[src/rtl/seg7_pkg.sv]
// Shared definitions for the seven-segment scan controller:
// nibble width, scan FSM states and the digit-enable one-hot helper.
package seg7_pkg;

  localparam int NIBBLE_W   = 4;
  localparam int MAX_DIGITS = 8;

  typedef enum logic {
    SHOW = 1'b0,
    GAP  = 1'b1
  } scan_state_t;

  // Index is sized for the largest supported display; callers truncate.
  function automatic logic [MAX_DIGITS-1:0] onehot(input logic [2:0] index);
    logic [MAX_DIGITS-1:0] vec;
    vec        = '0;
    vec[index] = 1'b1;
    return vec;
  endfunction

endpackage

[src/rtl/seg7_scan_ctrl_if.sv]
// Load handshake between the value producer and the scan controller's
// shadow buffer.
interface seg7_scan_ctrl_if
  import seg7_pkg::*;
#(
  parameter int NUM_DIGITS = 4
);

  logic                           load_valid;
  logic                           load_ready;
  logic [NIBBLE_W*NUM_DIGITS-1:0] load_value;

  modport master (
    output load_valid,
    output load_value,
    input  load_ready
  );

  modport slave (
    input  load_valid,
    input  load_value,
    output load_ready
  );

endinterface

[src/rtl/seg7_lz_mask.sv]
// Leading-zero mask: bit i is set when digit i and every digit above it
// are zero. Digit 0 is never masked so a zero value still shows "0".
module seg7_lz_mask
  import seg7_pkg::*;
#(
  parameter int NUM_DIGITS = 4
) (
  input  logic [NIBBLE_W*NUM_DIGITS-1:0] value,
  output logic [NUM_DIGITS-1:0]          lz_mask
);

  logic [NUM_DIGITS-1:0] nib_nz;

  genvar gi;
  generate
    for (gi = 0; gi < NUM_DIGITS; gi++) begin : g_nz
      assign nib_nz[gi] = |value[gi*NIBBLE_W +: NIBBLE_W];
    end
  endgenerate

  // Walk from the most significant digit down, remembering whether any
  // non-zero digit has been seen yet.
  always_comb begin
    logic seen_nz;
    seen_nz = 1'b0;
    lz_mask = '0;
    for (int i = NUM_DIGITS - 1; i >= 0; i--) begin
      seen_nz    = seen_nz | nib_nz[i];
      lz_mask[i] = (i != 0) && !seen_nz;
    end
  end

endmodule

[src/rtl/seg7_scan_ctrl.sv]
// Time-multiplexed scan controller for a multi-digit seven-segment display,
// with a shadow buffer committed only at frame boundaries.
module seg7_scan_ctrl
  import seg7_pkg::*;
#(
  parameter int NUM_DIGITS   = 4,
  parameter int DIV_WIDTH    = 16,
  parameter int BLANK_CYCLES = 4
) (
  input  logic                  clk,
  input  logic                  reset,
  input  logic [DIV_WIDTH-1:0]  scan_div,
  input  logic                  lz_blank_en,
  seg7_scan_ctrl_if.slave       load_if,
  output logic [NIBBLE_W-1:0]   digit_nibble,
  output logic [NUM_DIGITS-1:0] digit_sel,
  output logic                  digit_blank,
  output logic                  frame_done
);

  localparam int IDX_W = $clog2(NUM_DIGITS);
  localparam int GAP_W = (BLANK_CYCLES > 1) ? $clog2(BLANK_CYCLES + 1) : 1;
  localparam int CNT_W = (DIV_WIDTH > GAP_W) ? DIV_WIDTH : GAP_W;
  localparam int BUF_W = NIBBLE_W * NUM_DIGITS;

  localparam logic [IDX_W-1:0] LAST_IDX = IDX_W'(NUM_DIGITS - 1);
  localparam logic [CNT_W-1:0] CNT_ONE  = CNT_W'(1);

  scan_state_t       state_reg, state_next;
  logic [IDX_W-1:0]  idx_reg, idx_next, idx_inc;
  logic [CNT_W-1:0]  cnt_reg, cnt_next, dwell;
  logic              run_reg;
  logic [BUF_W-1:0]  active_reg, active_next, shadow_reg;
  logic              shadow_full_reg;
  logic              frame_bnd, load_fire, commit;

  logic [NIBBLE_W-1:0]   nib_arr [NUM_DIGITS];
  logic [NUM_DIGITS-1:0] lz_mask;

  assign dwell   = (scan_div == '0) ? CNT_ONE : CNT_W'(scan_div);
  assign idx_inc = (idx_reg == LAST_IDX) ? '0 : idx_reg + IDX_W'(1);

  assign frame_bnd = run_reg && (state_reg == SHOW) &&
                     (idx_reg == LAST_IDX) && (cnt_reg == CNT_ONE);
  assign commit    = frame_bnd && shadow_full_reg;
  assign load_fire = load_if.load_valid && !shadow_full_reg;

  assign load_if.load_ready = !shadow_full_reg;

  // Outputs are registered from next-state values, so they must see the
  // buffer contents that will be active in the cycle they are displayed.
  assign active_next = commit ? shadow_reg : active_reg;

  genvar gi;
  generate
    for (gi = 0; gi < NUM_DIGITS; gi++) begin : g_nib
      assign nib_arr[gi] = active_next[gi*NIBBLE_W +: NIBBLE_W];
    end
  endgenerate

  seg7_lz_mask #(
    .NUM_DIGITS (NUM_DIGITS)
  ) u_lz_mask (
    .value   (active_next),
    .lz_mask (lz_mask)
  );

  // Scan FSM. The counter holds the cycles remaining in the current
  // SHOW/GAP slot, including the present one. The first cycle after reset
  // is spent loading the output registers, so the counter waits for run_reg.
  always_comb begin
    state_next = state_reg;
    idx_next   = idx_reg;
    cnt_next   = cnt_reg;
    if (run_reg) begin
      if (cnt_reg > CNT_ONE) begin
        cnt_next = cnt_reg - CNT_ONE;
      end else if ((state_reg == SHOW) && (BLANK_CYCLES > 0)) begin
        state_next = GAP;
        cnt_next   = CNT_W'(BLANK_CYCLES);
      end else begin
        state_next = SHOW;
        idx_next   = idx_inc;
        cnt_next   = dwell;
      end
    end
  end

  always_ff @(posedge clk) begin
    if (reset) begin
      state_reg       <= SHOW;
      idx_reg         <= '0;
      cnt_reg         <= dwell;
      run_reg         <= 1'b0;
      active_reg      <= '0;
      shadow_reg      <= '0;
      shadow_full_reg <= 1'b0;
      digit_sel       <= '0;
      digit_nibble    <= '0;
      digit_blank     <= 1'b1;
      frame_done      <= 1'b0;
    end else begin
      run_reg    <= 1'b1;
      state_reg  <= state_next;
      idx_reg    <= idx_next;
      cnt_reg    <= cnt_next;
      active_reg <= active_next;

      // Commit and accept are mutually exclusive: accept needs an empty
      // shadow, commit needs a full one.
      if (commit) begin
        shadow_full_reg <= 1'b0;
      end else if (load_fire) begin
        shadow_reg      <= load_if.load_value;
        shadow_full_reg <= 1'b1;
      end

      if (state_next == SHOW) begin
        digit_sel    <= NUM_DIGITS'(onehot(3'(idx_next)));
        digit_nibble <= nib_arr[idx_next];
        digit_blank  <= lz_blank_en & lz_mask[idx_next];
      end else begin
        digit_sel   <= '0;
        digit_blank <= 1'b1;
      end

      frame_done <= (state_next == SHOW) && (idx_next == LAST_IDX) &&
                    (cnt_next == CNT_ONE);
    end
  end

endmodule

[src/flat_wrapper.sv]
// flat-port wrapper written by rule: the top's interface ports become plain ports
module seg7_scan_ctrl_flat import seg7_pkg::*;
#(
  parameter int NUM_DIGITS   = 4,
  parameter int DIV_WIDTH    = 16,
  parameter int BLANK_CYCLES = 4
)
  (clk, reset, scan_div, lz_blank_en, digit_nibble, digit_sel, digit_blank, frame_done, load_if_load_valid, load_if_load_value, load_if_load_ready);
  seg7_scan_ctrl_if #(.NUM_DIGITS(NUM_DIGITS)) load_if_i ();
  input  logic clk;
  input  logic reset;
  input  logic [DIV_WIDTH-1:0] scan_div;
  input  logic lz_blank_en;
  output logic [NIBBLE_W-1:0] digit_nibble;
  output logic [NUM_DIGITS-1:0] digit_sel;
  output logic digit_blank;
  output logic frame_done;
  input wire logic [$bits(load_if_i.load_valid)-1:0] load_if_load_valid;
  input wire logic [$bits(load_if_i.load_value)-1:0] load_if_load_value;
  output wire logic [$bits(load_if_i.load_ready)-1:0] load_if_load_ready;
  assign load_if_i.load_valid = load_if_load_valid;
  assign load_if_i.load_value = load_if_load_value;
  assign load_if_load_ready = load_if_i.load_ready;
  seg7_scan_ctrl #(.NUM_DIGITS(NUM_DIGITS), .DIV_WIDTH(DIV_WIDTH), .BLANK_CYCLES(BLANK_CYCLES)) u_core (.clk(clk), .reset(reset), .scan_div(scan_div), .lz_blank_en(lz_blank_en), .load_if(load_if_i), .digit_nibble(digit_nibble), .digit_sel(digit_sel), .digit_blank(digit_blank), .frame_done(frame_done));
endmodule
[config.mk]
export PLATFORM = sky130hd
export DESIGN_NAME = seg7_scan_ctrl_flat
export DESIGN_NICKNAME = d
export VERILOG_FILES = /design/src/rtl/seg7_pkg.sv /design/src/rtl/seg7_scan_ctrl_if.sv /design/src/rtl/seg7_lz_mask.sv /design/src/rtl/seg7_scan_ctrl.sv /design/src/flat_wrapper.sv
export SDC_FILE = /design/constraint.sdc
export NUM_CORES = 1
export LEC_CHECK = 0
export BUFFER_PORTS_ARGS = -buffer_cell sky130_fd_sc_hd__buf_2
export CORE_ASPECT_RATIO = 1.5
export CORE_MARGIN = 10
export CORE_UTILIZATION = 61
export CTS_BUF_LIST = sky130_fd_sc_hd__clkbuf_16
export DETAILED_ROUTE_END_ITERATION = 8
export PLACE_DENSITY = 0.95
export SYNTH_ARGS = -nofsm -noshare
export SYNTH_HDL_FRONTEND = slang
export SYNTH_HIERARCHICAL = 1
export SYNTH_SLANG_ARGS = --single-unit
[constraint.sdc]
create_clock -name clk -period 5.39 [get_ports clk]
set_input_delay 0.8085 -clock clk [delete_from_list [all_inputs] [get_ports clk]]
set_output_delay 0.8085 -clock clk [all_outputs]
set_load 0.05 [all_outputs]
Word level (Yosys, flattened, before mapping):

Index checks and enable logic that the tools add are counted.

* add/sub/neg operators: 2
* order comparisons: 5
* equal/unequal tests: 4
* multiplexer cells: 21
* bitwise gates (word level): 7
* reductions and logical operators: 19

Operators with widths (count)
* $mux 16: 6
* $eq 16x1->1 const B: 2
* $gt 16x1->1 const B: 1
* $logic_not 16->1: 1
* $sub 16x1->16 const B: 1
* $reduce_or 4->1: 3
* $bmux 4 s2: 1
* $logic_and 1x1->1: 8
* $mux 2: 4
* $mux 4: 2
* $mux 1: 6
* $eq 2x2->1 const B: 2
* $logic_not 1->1: 4
* $lt 2x4->1 const B: 1
* $reduce_or 2->1: 2
* $ge 3x3->1 const B: 1
* $lt 2x3->1 const B: 1
* $not 1->1: 3
* $not 2->3: 1
* $add 2x1->2 const B: 1
* $bmux 1 s2: 1
* $demux 1 s2: 1
* $ge 2x1->1 const B: 1
* $or 1x1->1: 2
* other kinds (2): 2

* flip-flop bits (word level): 63
* input bits: 36
* output and inout port bits: 11

Longest topological paths before layout:

* word-level depth: 13
* depth in mapped cells: 13
* depth with buffers taken out: 11

Hierarchy:

Netlist, hierarchy kept.

By module, submodules not included
* seg7_scan_ctrl: instances 1, cells each 383, area an instance 3126.7 um2, seq. area each 1261.2 um2
* seg7_lz_mask: instances 1, cells each 8, area an instance 55.1 um2, seq. area each 0.0 um2

Least setup slack after synthesis:

Ideal clock, no wire load.

* path kind: register -> register
* start point: reg u_core.cnt_reg[6]
* end point: reg u_core.digit_blank
* setup time: 0.064 ns
* arrival time: 2.897 ns
* required time: 5.326 ns
* path slack: 2.429 ns
* cell stages (with the launch flop): 13
* path buffers: 2
* clock period less this slack: 2.961 ns
* cells stage by stage: dfxtp_1 -> nor4_4 -> nand3_2 -> or4_4 -> buf_6 -> buf_12 -> mux2i_1 -> inv_1 -> or4_4 -> nor3_2 -> mux2_2 -> nand3_1 -> nand4_1

* word-level cells in the longest chain between the ends: 11

RTL lines
* start, declared: RTL line seg7_scan_ctrl.sv:31 `logic [CNT_W-1:0] cnt_reg, cnt_next, dwell;`
* start signal, assigned: RTL line seg7_scan_ctrl.sv:93 `cnt_reg <= dwell;`
* start signal, assigned: RTL line seg7_scan_ctrl.sv:106 `cnt_reg <= cnt_next;`
* $eq 16x1->1: RTL line seg7_scan_ctrl.sv:44 `(idx_reg == LAST_IDX) && (cnt_reg == CNT_ONE);`
* $logic_and 1x1->1: RTL line seg7_scan_ctrl.sv:44
* $logic_and 1x1->1: RTL line seg7_scan_ctrl.sv:45 `assign commit = frame_bnd && shadow_full_reg;`
* $mux 16: RTL line seg7_scan_ctrl.sv:52 `assign active_next = commit ? shadow_reg : active_reg;`
* net u_core.active_next[13]: RTL line seg7_scan_ctrl.sv:33 `logic [BUF_W-1:0] active_reg, active_next, shadow_reg;`
* $reduce_or 4->1: RTL line seg7_lz_mask.sv:17 `assign nib_nz[gi] = |value[gi*NIBBLE_W +: NIBBLE_W];`
* $or 1x1->1 (2 in a row): RTL line seg7_lz_mask.sv:28 `seen_nz = seen_nz | nib_nz[i];`
* $logic_not 1->1: RTL line seg7_lz_mask.sv:29 `lz_mask[i] = (i != 0) && !seen_nz;`
* net u_core.lz_mask[1]: RTL line seg7_scan_ctrl.sv:38 `logic [NUM_DIGITS-1:0] lz_mask;`
* $bmux 1 s2: RTL line seg7_scan_ctrl.sv:121 `digit_blank <= lz_blank_en & lz_mask[idx_next];`
* $mux 1 (implied by the code): RTL line seg7_scan_ctrl.sv:121
* $and 1x1->1: RTL line seg7_scan_ctrl.sv:121
* end signal, assigned: RTL line seg7_scan_ctrl.sv:121
* end, declared: RTL line seg7_scan_ctrl.sv:17 `output logic digit_blank,`

The timed path passes the listed nets, and every way through them passes these cells. The select of a mux whose other input is x is not followed.
A chain may end at the register's enable or synchronous reset.

Worst setup path after layout:

* start point: reg u_core.cnt_reg[10]
* end point: reg u_core.digit_blank

Same word-level chain as after synthesis.

==> results.md <==
* Fillers at 391
* Startpoint type of the worst setup path: register
* Mapped Area at 3167 um2
* CP endpoint kind: register
* Gr usage total at 22.36%
* Minimum clock period at 3.340 ns
* Diodes inserted at 0
* Routed WL at 9450 um
* Syn Area/Cell at 8.183 um2
* Hold path cells at 2
* Port-buffer cells at 46
* DR vias at 3,164
* Worst Tran Pin Value at 1.098 ns
* Vias in the first global route at 3,215
* Cts hold-fix bufs at 0
* WP data required at 5.66 ns
* Yosys warns at 6
* # rows at 32
* DR WL/cell at 18.94 um
* Syn_nets at 426
* Post-DP Area at 3367 um2
* Net Sw Frac at 24.64%
* # IOs at 47
* Worst EP arrival at 3.61 ns
* CTS tree: yes
* Die Wd at 78.83 um
* Status: complete, no violations
* Clock root cell: clkbuf_16
* Clock power share at 49.1%
* First-pass GRT wire length at 15,120 um
* Fin worst setup slack at 2.050 ns
* Final Max Slew Viols at 0
* H-tree depth at 3
* Reg clk slew, reported paths at 0.06 ns
* Starting Density at 62.28%
* Share of cells above drive strength 1 at 20.42%
* Leak at 1.737 nW
* Post-Syn Instances at 387
* Global route overflow at 0
* Cell-internal power at 0.9353 mW
* Largest net degree at the start of global routing at 62
* Pre-CTS setup slack at 2.235 ns
* Crit Path Class: reg2reg
* Overall die area at 8533 um2
* Placer's final routability congestion estimate at 1.032
* Cts bufs inserted at 9
* RSZ-0062 raised after global routing: false
* Comb pwr share at 9.4%
* Via density at 6.341
* Number of max-cap violations at 0
* Peak supply drop at 247.4 uV
* Initial antenna violation count at 0
* Switch Pwr at 0.3057 mW
* Clock Path Buffers at 2
* Post-CTS setup buffers at 0
* Worst-case reg-to-reg path depth at 10
* Total power at 1.241 mW
* Fin area at 3680 um2
* Max frequency at 0.2994 GHz
* Core footprint at 5085 um2
* Nets at 465
* Hold_ws at 0.4541 ns
* Chip Height at 108.2 um
* Starting DRT DRC Count at 430
* Slew HR at 26.67%
* Hold WC Path Type: reg2reg
* Final hold violations at 0
* Area growth, synth to finish at 16.20%
* CP Max Fanout at 17
* Pwr dens at 337.3 nW/um2
* Cts repair resizes at 0
* Fin Clk Skew at 0.005959 ns
* DRC at 0
* Worst skew pair latency at 0.33 ns
* # setup viols final at 0
* Crit share post-route at 61.97%
* Sequential power share at 41.5%
* Clk sinks at 63
* Detailed Routing Iterations Pass 1 at 6
* DRT antenna net count at 0
* Setup tns final at 0 ns
* HPWL Detailed at 6582 um
[path summary, 6_finish.rpt]
path                   startpoint              endpoint  slack, ns
max            u_core/cnt_reg[10]    u_core/digit_blank       2.05
min          u_core/shadow_reg[1]  u_core/shadow_reg[1]       0.45
max reg2reg    u_core/cnt_reg[10]    u_core/digit_blank       2.05
min reg2reg  u_core/shadow_reg[1]  u_core/shadow_reg[1]       0.45
[power groups by stage]
stage	Combinational [mW]	Sequential [mW]	Clock, mW
global placement	0.109	0.522	0
floorplan	0.0771	0.517	0
global route	0.128	0.516	0.632
CTS	0.114	0.513	0.612
finish	0.117	0.515	0.609
detailed placement	0.112	0.523	0
[metrics by stage]
step / util [%] / std cells
after floorplan: - / 387
after CTS: 72.37 / 499
after global routing: 72.37 / 499
final: 72.37 / 499
after detailed placement: 66.22 / 483
after global placement: 66.22 / 483
[cell type report]
class                      instances  area [um2]  share of cell area [%]
multi-input combinational        284        1697                   46.11
sequential                        63        1261                   34.27
timing repair buffer              49       252.7                   6.868
clock buffer                       9       225.2                   6.120
clock inverter                     7       87.58                   2.380
tap                               68       85.08                   2.312
inverter                          19       71.32                   1.938
[layout by cell type (no fill, tap or decap), drive strengths merged, types with 10 or more instances in the layout]
cell    n
a21oi  27
nor3   13
nor4   10
dfxtp  63
o21ai  16
nor2   34
nand2  75
buf    49
inv    19
mux2i  18
[worst max-delay path, cell delays in order, from the launching register on]
cell and delay, ns:
dfxtp_1 0.34, nor4_2 0.45, nand3_2 0.17, or4_4 0.75, mux2i_1 0.37, inv_1 0.11
or4_4 0.58, nor3_2 0.19, mux2_2 0.16, nand3_1 0.07, nand4_1 0.09
[routing by layer]
layer	wire (um)	track usage [%]	vias to the layer above	share of wire, %
met1	3183	20.78	1461	34
met4	663	18.89	0	7.0
met5	0	0	-	0
met3	753	6.229	63	8.0
li1	-	-	1434	-
met2	4849	39.50	206	51
(Power assumes the default switching activity.)
